**config.mk**
```make
export PLATFORM = sky130hd
export DESIGN_NAME = lcd_ctrl_param
export DESIGN_NICKNAME = d
export VERILOG_FILES = /design/src/rtl/lcd_ctrl_param.sv
export SDC_FILE = /design/constraint.sdc
export NUM_CORES = 1
export LEC_CHECK = 0
export ABC_AREA = 1
export CAP_MARGIN = 30
export CORE_UTILIZATION = 40
export CTS_BUF_LIST = sky130_fd_sc_hd__clkbuf_4 sky130_fd_sc_hd__clkbuf_8
export CTS_CLUSTER_DIAMETER = 150
export DETAILED_ROUTE_END_ITERATION = 10
export SYNTH_ARGS = -nofsm -noshare
export SYNTH_HDL_FRONTEND = slang
export SYNTH_SLANG_ARGS = --single-unit
```
**constraint.sdc**
```tcl
create_clock -name clk -period 6.6 [get_ports clk]
set_clock_uncertainty 0.15 [all_clocks]
set_input_delay 1.32 -clock clk [delete_from_list [all_inputs] [get_ports clk]]
set_output_delay 1.32 -clock clk [all_outputs]
set_load 0.03 [all_outputs]
```
**src/rtl/lcd_ctrl_param.sv**
```systemverilog
// lcd_ctrl_param: IMG x IMG byte-loaded image buffer streamed out as a movable WIN x WIN window.
// Optional window mirroring (cmd 6/7) is built when LCD_CTRL_MIRROR_EN is defined.
module lcd_ctrl_param #(
   parameter int IMG = 6,
   parameter int WIN = 3,
   parameter int DW  = 8
) (
   input  logic          clk,
   input  logic          reset,
   input  logic [DW-1:0] datain,
   input  logic [2:0]    cmd,
   input  logic          cmd_valid,
   output logic [DW-1:0] dataout,
   output logic          output_valid,
   output logic          busy
);
   localparam int NPIX = IMG * IMG;
   localparam int MAXO = IMG - WIN;
   localparam int OW   = MAXO > 0 ? $clog2(MAXO + 1) : 1;
   localparam int AW   = $clog2(NPIX);
   localparam int WW   = WIN > 1 ? $clog2(WIN) : 1;
   localparam logic [OW-1:0] ORG   = OW'((MAXO + 1) / 2);
   localparam logic [OW-1:0] OMAX  = OW'(MAXO);
   localparam logic [WW-1:0] WLAST = WW'(WIN - 1);
   localparam logic [AW-1:0] ALAST = AW'(NPIX - 1);

   typedef enum logic [1:0] {S_IDLE, S_LOAD, S_CALC, S_OUT} state_t;

   state_t          r_state, w_next;
   logic [2:0]      r_cmd;
   logic [OW-1:0]   r_row, r_col;
   logic [AW-1:0]   r_idx;
   logic [WW-1:0]   r_wr, r_wc;
   logic            r_done, r_ov;
   logic [DW-1:0]   r_dout;
   logic [DW-1:0]   r_buf [NPIX];
   logic            w_mx, w_my;
   logic [AW-1:0]   w_addr;

   always_ff @(posedge clk or negedge reset)
      if (!reset) r_state <= S_IDLE;
      else        r_state <= w_next;

   always_comb begin
      w_next = r_state;
      case (r_state)
         S_IDLE:  if (cmd_valid) w_next = (cmd == 3'd1) ? S_LOAD : S_CALC;
         S_LOAD:  if (r_idx == ALAST) w_next = S_CALC;
         S_CALC:  w_next = S_OUT;
         default: if (r_done) w_next = S_IDLE;
      endcase
   end

   // Mirroring reflects the beat position inside the window, not the origin.
   assign w_addr = AW'((int'(r_row) + (w_my ? WIN - 1 - int'(r_wr) : int'(r_wr))) * IMG
                     + int'(r_col) + (w_mx ? WIN - 1 - int'(r_wc) : int'(r_wc)));

   always_ff @(posedge clk or negedge reset)
      if (!reset) begin
         r_cmd  <= '0;
         r_row  <= ORG;
         r_col  <= ORG;
         r_idx  <= '0;
         r_wr   <= '0;
         r_wc   <= '0;
         r_done <= 1'b0;
         r_ov   <= 1'b0;
         r_dout <= '0;
      end else begin
         case (r_state)
            S_IDLE: if (cmd_valid) begin
               r_cmd <= cmd;
               r_idx <= '0;
            end
            S_LOAD: r_idx <= r_idx + 1'b1;
            S_CALC: begin
               r_wr   <= '0;
               r_wc   <= '0;
               r_done <= 1'b0;
               case (r_cmd)
                  3'd1: begin
                     r_row <= ORG;
                     r_col <= ORG;
                  end
                  3'd2: if (r_col != OMAX) r_col <= r_col + 1'b1;
                  3'd3: if (r_col != '0) r_col <= r_col - 1'b1;
                  3'd4: if (r_row != '0) r_row <= r_row - 1'b1;
                  3'd5: if (r_row != OMAX) r_row <= r_row + 1'b1;
                  default: ;
               endcase
            end
            default: if (r_done) r_ov <= 1'b0;
            else begin
               r_ov   <= 1'b1;
               r_dout <= r_buf[w_addr];
               r_wc   <= (r_wc == WLAST) ? '0 : r_wc + 1'b1;
               if (r_wc == WLAST) begin
                  if (r_wr == WLAST) r_done <= 1'b1;
                  else               r_wr   <= r_wr + 1'b1;
               end
            end
         endcase
      end

   // Image storage is deliberately not reset; an aborted load leaves old pixels in place.
   always_ff @(posedge clk)
      if (r_state == S_LOAD) r_buf[r_idx] <= datain;

`ifdef LCD_CTRL_MIRROR_EN
   logic r_mx, r_my;

   always_ff @(posedge clk or negedge reset)
      if (!reset) begin
         r_mx <= 1'b0;
         r_my <= 1'b0;
      end else if (r_state == S_CALC) begin
         r_mx <= (r_cmd != 3'd1) && (r_mx ^ (r_cmd == 3'd6));
         r_my <= (r_cmd != 3'd1) && (r_my ^ (r_cmd == 3'd7));
      end

   assign w_mx = r_mx;
   assign w_my = r_my;
`else
   assign w_mx = 1'b0;
   assign w_my = 1'b0;
`endif

   assign dataout      = r_dout;
   assign output_valid = r_ov;
   assign busy         = (r_state != S_IDLE);
endmodule

```
Word-level counts from Yosys, hierarchy flattened
Memory sizes are Yosys's and may differ from the RTL's. A register that Yosys moved wholly into a read port is not among the register bits.
Cells that the tools add are included.
{ "classes": {"n_addsub": 10, "bitwise": 3, "n_mux": 27, "n_mul": 1, "reduce_logical": 20, "n_eq_ne": 21} }
{ "op_table": {"columns": ["operator", "count"], "rows": [
  ["$mux W2", 13],
  ["$pmux W2 S3", 3],
  ["$ne A2 B2 Y1 const B", 8],
  ["$add A6 B2 Y6", 2],
  ["$pmux W6 S2", 1],
  ["$reduce_and A4 Y1", 3],
  ["$reduce_bool A2 Y1", 5],
  ["$add A2 B1 Y2 const B", 4],
  ["$pmux W2 S2", 2],
  ["$reduce_and A2 Y1", 4],
  ["$add A6 B1 Y6 const B", 1],
  ["$eq A2 B2 Y1 const B", 3],
  ["$eq A3 B1 Y1 const B", 2],
  ["$eq A3 B2 Y1 const B", 2],
  ["$eq A3 B3 Y1 const B", 2],
  ["$eq A6 B6 Y1 const B", 1],
  ["$mux W1", 6],
  ["$mux W6", 1],
  ["$reduce_bool A3 Y1", 2],
  ["$mul A3 B2 Y5 const B", 1],
  ["$ne A2 B1 Y1 const B", 2],
  ["$reduce_bool A4 Y1", 1],
  ["$sub A2 B1 Y2 const B", 2],
  ["$add A2 B2 Y3", 1],
  ["other kinds (8)", 10]
]} }
{ "totals": {"in_bits": 14, "ramBits": 288, "n_memories": 1, "ff_bits": 21, "word_cells": 92} }
{ "memory_table": {"columns": ["memory", "words", "width", "rd", "rd_clocked_by_memory_dff", "wr", "line", "rtl"], "rows": [
  ["r_buf", 36, 8, 1, 1, 1, "36", "logic [DW-1:0] r_buf [NPIX];"]
]} }

Logic depth before layout (Yosys ltp)
Gate-level depths: netlist of the first run.
{ "logic_depth": {"ltp_word": 5, "ltp_mapped": 16, "ltp_nobuf": 15} }

Worst setup path after synthesis of the first run
Ideal clock, no wire load.
{ "synth_path": {"path_kind": "flip-flop to flip-flop", "startpoint": "reg r_row[1]", "endpoint": "reg r_dout[3], in the netlist dataout[3] (read register of r_buf)", "period_less_slack_ns": 3.189, "setup_time_ns": 0.120, "t_required_ns": 6.330, "path_stages_with_launch": 15, "t_arrival_ns": 2.919, "path_slack_ns": 3.411, "cell_sequence": "dfstp_2 inv_1 fa_1 inv_1 ha_1 inv_1 fa_1 clkbuf_1 inv_1 buf_1 nand3_1 nand3_1 nand3_1 nand3_1 a21oi_2"} }
{ "synth_via": {"elab_chain_len": 4} }
{ "synth_lines": {"columns": ["item", "line", "rtl"], "rows": [
  ["from (decl)", "31", "logic [OW-1:0] r_row, r_col;"],
  ["from (signal assigned)", "87", "3'd4: if (r_row != '0) r_row <= r_row - 1'b1;"],
  ["from (signal assigned)", "88", "3'd5: if (r_row != OMAX) r_row <= r_row + 1'b1;"],
  ["$add A2 B2 Y3", "55", "assign w_addr = AW'((int'(r_row) + (w_my ? WIN - 1 - int'(r_wr) : int'(r_wr))) * IMG"],
  ["$mul A3 B2 Y5", "55", null],
  ["$add A6 B2 Y6 (2 in series)", "56", "+ int'(r_col) + (w_mx ? WIN - 1 - int'(r_wc) : int'(r_wc)));"],
  ["to (decl)", "35", "logic [DW-1:0] r_dout;"]
]} }
No other way between the ends.
A chain may end at the register's enable or synchronous reset.

Final worst setup path of the first run
{ "layout_path": {"startpoint": "reg r_row[1]", "endpoint": "reg r_dout[6], in the netlist dataout[6] (read register of r_buf)"} }
Same word-level chain as after synthesis.

==> impl_metrics.ini, run 1 <==
[clock_tree]
cts_resized = 0
cts.htree.levels = 2
cts_buffers = 52
cts-root-buf = clkbuf_8
cts_tree = built
clk_pin_slew_worst_paths_ps = 70
cts_hold_buffers = 0
clock-sinks = 317
cts_buffer_depth = 3
insertion_delay_ps = 580
post_cts_buffers = 0

[synthesis]
yosys_warnings = 0
synth_top_area_share_pct = 62.3
postSynthAreaPerCell_um2 = 10.5
synth_commonest_cells = nand2_1 (438), edfxtp_1 (288), nand3_1 (179)
yosysMostFrequentCell = nand2_1
synthTopCellsByArea = edfxtp_1 (62%), nand2_1 (12%), nand3_1 (6.5%), dfrtp_1 (4.9%), inv_1 (3.2%)
synth-seq-cells = 317
yosys.area_share.simple_pct = 21.7
ys.flop_type = edfxtp_1
synth-compound-area-share_pct = 2.85
synth_xor_area_share_pct = 0.559
synthAdderAreaFrac_pct = 1.75
netlist_area_um2 = 13900
synth_nets = 1356
synth_edf_count = 288
synthCells = 1325
ys_seq_area_share_pct = 67.6
synth_top_family_by_area = simple AND/OR/NAND/NOR gates
synth.mux.area_fraction_pct = 0.0811
async_flop_share_pct = 9.15
synth_area_leader_cell = edfxtp_1
yosysUniqueCellTypes = 38

[worst_setup_path]
worst_setup_path_end_kind = flip-flop
worstPathMaxFanout = 33
critPathKind = reg2reg
r2r_start = r_row[1]
rrSetupSlack_ps = 2660
worst_setup_path_start_kind = flip-flop
cp-startpoint = r_row[1]
worstReg2RegEnd = dataout[6]
arrival_ps = 4250
reg2reg_depth = 13
worstPathRequired_ps = 6910

[die]
die_x_um = 188
io_pins = 24
start_util_pct = 41.0
core_um2 = 33900
dieArea_um2 = 35500
placementRows = 67
die_y_um = 188

[drt]
drc = 0
wirelength_mm = 35.1
final_antenna_net_count = 0
vias = 9475
via_per_inst = 5.13
drt_first_pass_iters = 5
post_drt_wl_per_cell_um = 19.0
drtIter0Drc = 941

[sta]
hold_viol = 0
setup_viol = 0
min_period_over_period_pct = 59.7
worstMarginPinSlew_ps = 986
setup_tns_ps = 0
rsz0062_at_grt = no
slew_viol_final = 0
fmax_mhz = 254
setup_slack_ps = 2660
relSlewSlack_pct = 34.2
min_period_ps = 3940

[layout]
drive_above_1_share_pct = 8.50
stdcell_count = 1848
antenna_cells = 0
postLayoutCellArea_um2 = 15600
syn2layout_area_growth_pct = 12.0
final_nets = 1396

[placed_design]
dp.cells = 1758
globalplace.congestion = 0.935
hpwl_mm = 21.8
port_buffers = 23
place_area_um2 = 14500
dpl_worst_slack_ps = 2710

[global_routing]
grtUsageTotal_pct = 20.2
grt_pass1_vias = 9199
grt_pass1_wl_mm = 54.0
grt_start_max_net_pins = 92
antenna_found_initial = 0
gr-total-overflow = 0

[status]
status = finished, final reports clean

[hold_path]
min_path_type = reg2reg
hp-start = r_wr[0]
hold_path_end = r_wr[0]
hold_depth = 1

[run]
maxCapViolCount = 0
==> layout by cell type (no fill, tap or decap), types with 2 or more instances in the layout <==
| master | instances |
|---|---|
| inv_4 | 2 |
| fa_1 | 4 |
| inv_1 | 117 |
| o21a_1 | 2 |
| clkinv_1 | 22 |
| inv_2 | 2 |
| xor2_2 | 2 |
| dfstp_2 | 2 |
| o21ai_1 | 2 |
| bufinv_16 | 2 |
| nor2_1 | 90 |
| clkdlybuf4s50_1 | 23 |
| buf_4 | 18 |
| edfxtp_1 | 288 |
| nor2_2 | 2 |
| nand3_1 | 179 |
| nand4_1 | 2 |
| clkbuf_4 | 16 |
| nor3_1 | 11 |
| clkinv_2 | 3 |
| nand2_1 | 438 |
| o21ai_0 | 38 |
| a21oi_2 | 7 |
| dfrtp_1 | 27 |
| ha_1 | 11 |
| clkbuf_8 | 52 |
| a21oi_1 | 11 |
| nor4_1 | 3 |
| o22ai_1 | 8 |
==> how the worst max path moves through the flow <==
stage	end	slack, ps	cells after the start
after floorplan	dataout[3]	3410	14
after global placement	dataout[5]	2840	13
after detailed placement	dataout[3]	2710	13
after CTS	dataout[3]	2670	13
after global routing	dataout[3]	2420	13
final	dataout[6]	2660	13
==> worst max-delay path: stages (launching register included) <==
cell and delay, ps:
dfstp_2 540, inv_1 60, fa_1 590, inv_1 80, ha_1 310, inv_1 80, fa_1 400, buf_4 260
inv_1 740, nand3_1 200, nand3_1 110, nand3_1 90, nand3_1 130, a21oi_2 60
==> area by class of cell <==
type	instances	area [um^2]
flip-flops and latches	317	9380
fillers	3142	18300
multi-input cells	822	3750
inverters	129	489
repair buffers	43	398
clock inverters	21	144
clock buffers	68	836
well taps	448	561
==> layer usage <==
layer / track usage [%] / vias up / wire (um) / part of all wire [%]
met1: 26.6 / 4580 / 14800 / 42
met3: 4.15 / 90 / 2240 / 6.4
li1: - / 4502 / - / -
met5: 0 / - / 0 / 0
met2: 32.3 / 303 / 16600 / 47
met4: 9.01 / 0 / 1490 / 4.2
==> registers in the layout, indices dropped and copies added, names as in the netlist, 2 cells and up <==
| name | count |
|---|---|
| r_wc | 2 |
| r_state | 2 |
| r_idx | 6 |
| r_row | 2 |
| r_col | 2 |
| r_wr | 2 |
| dataout | 8 |
| r_cmd | 3 |
| r_buf | 288 |
==> stage by stage <==
step / util (%) / hold WS, ps
finish: 45.9 / 368
global route: 45.9 / 409
CTS: 45.8 / 371
detailed placement: 42.9 / 357
global placement: 42.9 / 348
floorplan: - / 328
==> kinds of logic (layout without fill, tap and decap cells) <==
group	after synthesis	in the layout
DFF	317	317
buffers and inverters	186	261
and+or+nand+nor	729	729
AOI/OAI and AO/OA	70	70
muxes	1	1
adders and majority gates	17	17
xor gates and xnor gates	5	5
Power of run 1 is not shown: default switching activity piles up to over one toggle a cycle in this logic, so the estimate is an artifact.
==> run 2, diff against run 1 <==
Clock period 6.6 ns to 3.2 ns, I/O delays scaled along.
==> run 2 against run 1 <==
Compared with the run above:
- first-iteration DRC count fell by 4.3%
- global-route usage fell by 0.059 points
- final cell count rose by 2.6%
- worst setup slack got worse by 2600 ps
- sequential share of layout area fell by 2.2 points
==> impl_metrics.ini, run 2 (synthesis gave the netlist of run 1 again) <==
[sta]
rsz0062_at_grt = yes
worstMarginPinSlew_ps = 740
min_period_over_period_pct = 99.5
hold_slack_ps = 328
setup_viol = 0
fmax_mhz = 314
hold_viol = 0
slew_viol_final = 0
min_period_ps = 3180
relSlewSlack_pct = 50.5

[layout]
largest_reg_flops = 288
final_cell_mix = nand2_1 (438), edfxtp_1 (288), nand3_1 (159)
antenna_cells = 0
final_nets = 1439
regMostFlops = r_buf
drive_above_1_share_pct = 13.4
syn2layout_area_growth_pct = 16.2
final_common_cell = nand2_1

[global_routing]
grtUsageTotal_pct = 20.1
antenna_found_initial = 0
grt_pass1_vias = 9330
gr-total-overflow = 0
grt_pass1_wl_mm = 53.9
grt_start_max_net_pins = 81

[placed_design]
globalplace.congestion = 0.908
hpwl_mm = 22.0
port_buffers = 23

[clock_tree]
insertion_delay_ps = 580
clk_pin_slew_worst_paths_ps = 60
cts.htree.levels = 2
cts-root-buf = clkbuf_8
cts_buffers = 51
clock-sinks = 317
cts_buffer_depth = 3
cts_tree = built

[drt]
final_antenna_net_count = 0
drt_first_pass_iters = 5
wirelength_mm = 35.6
vias = 9609
drtIter0Drc = 901
via_per_inst = 5.07
post_drt_wl_per_cell_um = 18.8
drc = 0

[worst_setup_path]
rrSetupSlack_ps = 20
slowest_delay_ps = 660
worstPathMaxFanout = 16
cp_cell_sequence = ha_4, inv_1, fa_1, inv_2, ha_4, inv_1, fa_2, inv_4, buf_12, nand3_1, nand3_1, nand3_2, nand3_1, a21oi_2
critPathKind = reg2reg
r2r_start = r_row[0]
crit_slowest_cell = fa_2
critPathTopFamily = adder cells
arrival_ps = 3540
path_common_cell = nand3_1
crit_buf_inv = 5
reg2reg_depth = 14
worstPathRequired_ps = 3560
worst_setup_path_end_kind = flip-flop
worst_setup_path_start_kind = flip-flop
worstReg2RegEnd = dataout[3]

[hold_path]
min_path_type = in2async

[status]
status = finished, final reports clean

[die]
core_um2 = 33900
io_pins = 24
die_y_um = 188
placementRows = 67
start_util_pct = 41.0
die_x_um = 188
dieArea_um2 = 35500

[run]
maxCapViolCount = 0
==> run 2: worst register-to-register path, stage by stage, from the launching register on <==
cell,delay [ps]
dfrtp_1,400
ha_4,150
inv_1,50
fa_1,560
inv_2,60
ha_4,260
inv_1,50
fa_2,660
inv_4,80
buf_12,160
nand3_1,130
nand3_1,100
nand3_2,100
nand3_1,90
a21oi_2,110
==> run 2: worst max-delay path by stage <==
stage | start | end | slack [ps] | cells past startpoint
floorplan | r_row[1] | dataout[3] | 10 | 14
global placement | r_row[1] | dataout[3] | -90 | 12
detailed placement | r_row[1] | dataout[3] | -70 | 12
CTS | r_row[1] | dataout[5] | 10 | 11
global route | r_row[0] | dataout[7] | -90 | 14
finish | r_row[0] | dataout[3] | 20 | 14
==> run 2: cell type report <==
class	count	area (um^2)
clock buffers	72	860
clock inverters	21	92.6
fillers	3168	17700
inverters	129	494
multi-input cells	822	3900
flip-flops and latches	317	9380
well taps	448	561
repair buffers	87	850
==> run 2: routing by layer <==
layer	track usage, %	share of wire, %
met1	26.6	43
met2	33.8	49
met3	2.50	4.3
met4	7.91	3.3
met5	0	0
==> run 2: metrics by stage <==
| step | area, um^2 | util (%) | setup WS, ps | cells | TNS, ps |
|---|---|---|---|---|---|
| after CTS | 15900 | 47.0 | 13.7 | 1892 | 0 |
| after detailed placement | 14900 | 44.1 | -71.8 | 1799 | -370 |
| after global routing | 16100 | 47.6 | -92.4 | 1896 | -585 |
| after floorplan | 13900 | - | 10.8 | 1325 | 0 |
| final | 16100 | 47.6 | 16.6 | 1896 | 0 |
| after global placement | 14900 | 44.1 | -91.3 | 1799 | -428 |
==> run 2: repair_timing <==
item | in CTS | in global routing
endpoints found under the setup margin | 8 | 8
pin swaps | 0 | 6
hold buffers | 0 | 0
resized for setup | 2 | 37
setup buffers | 0 | 1
gates cloned | 0 | 3
Power of run 2 is left out for the same reason.
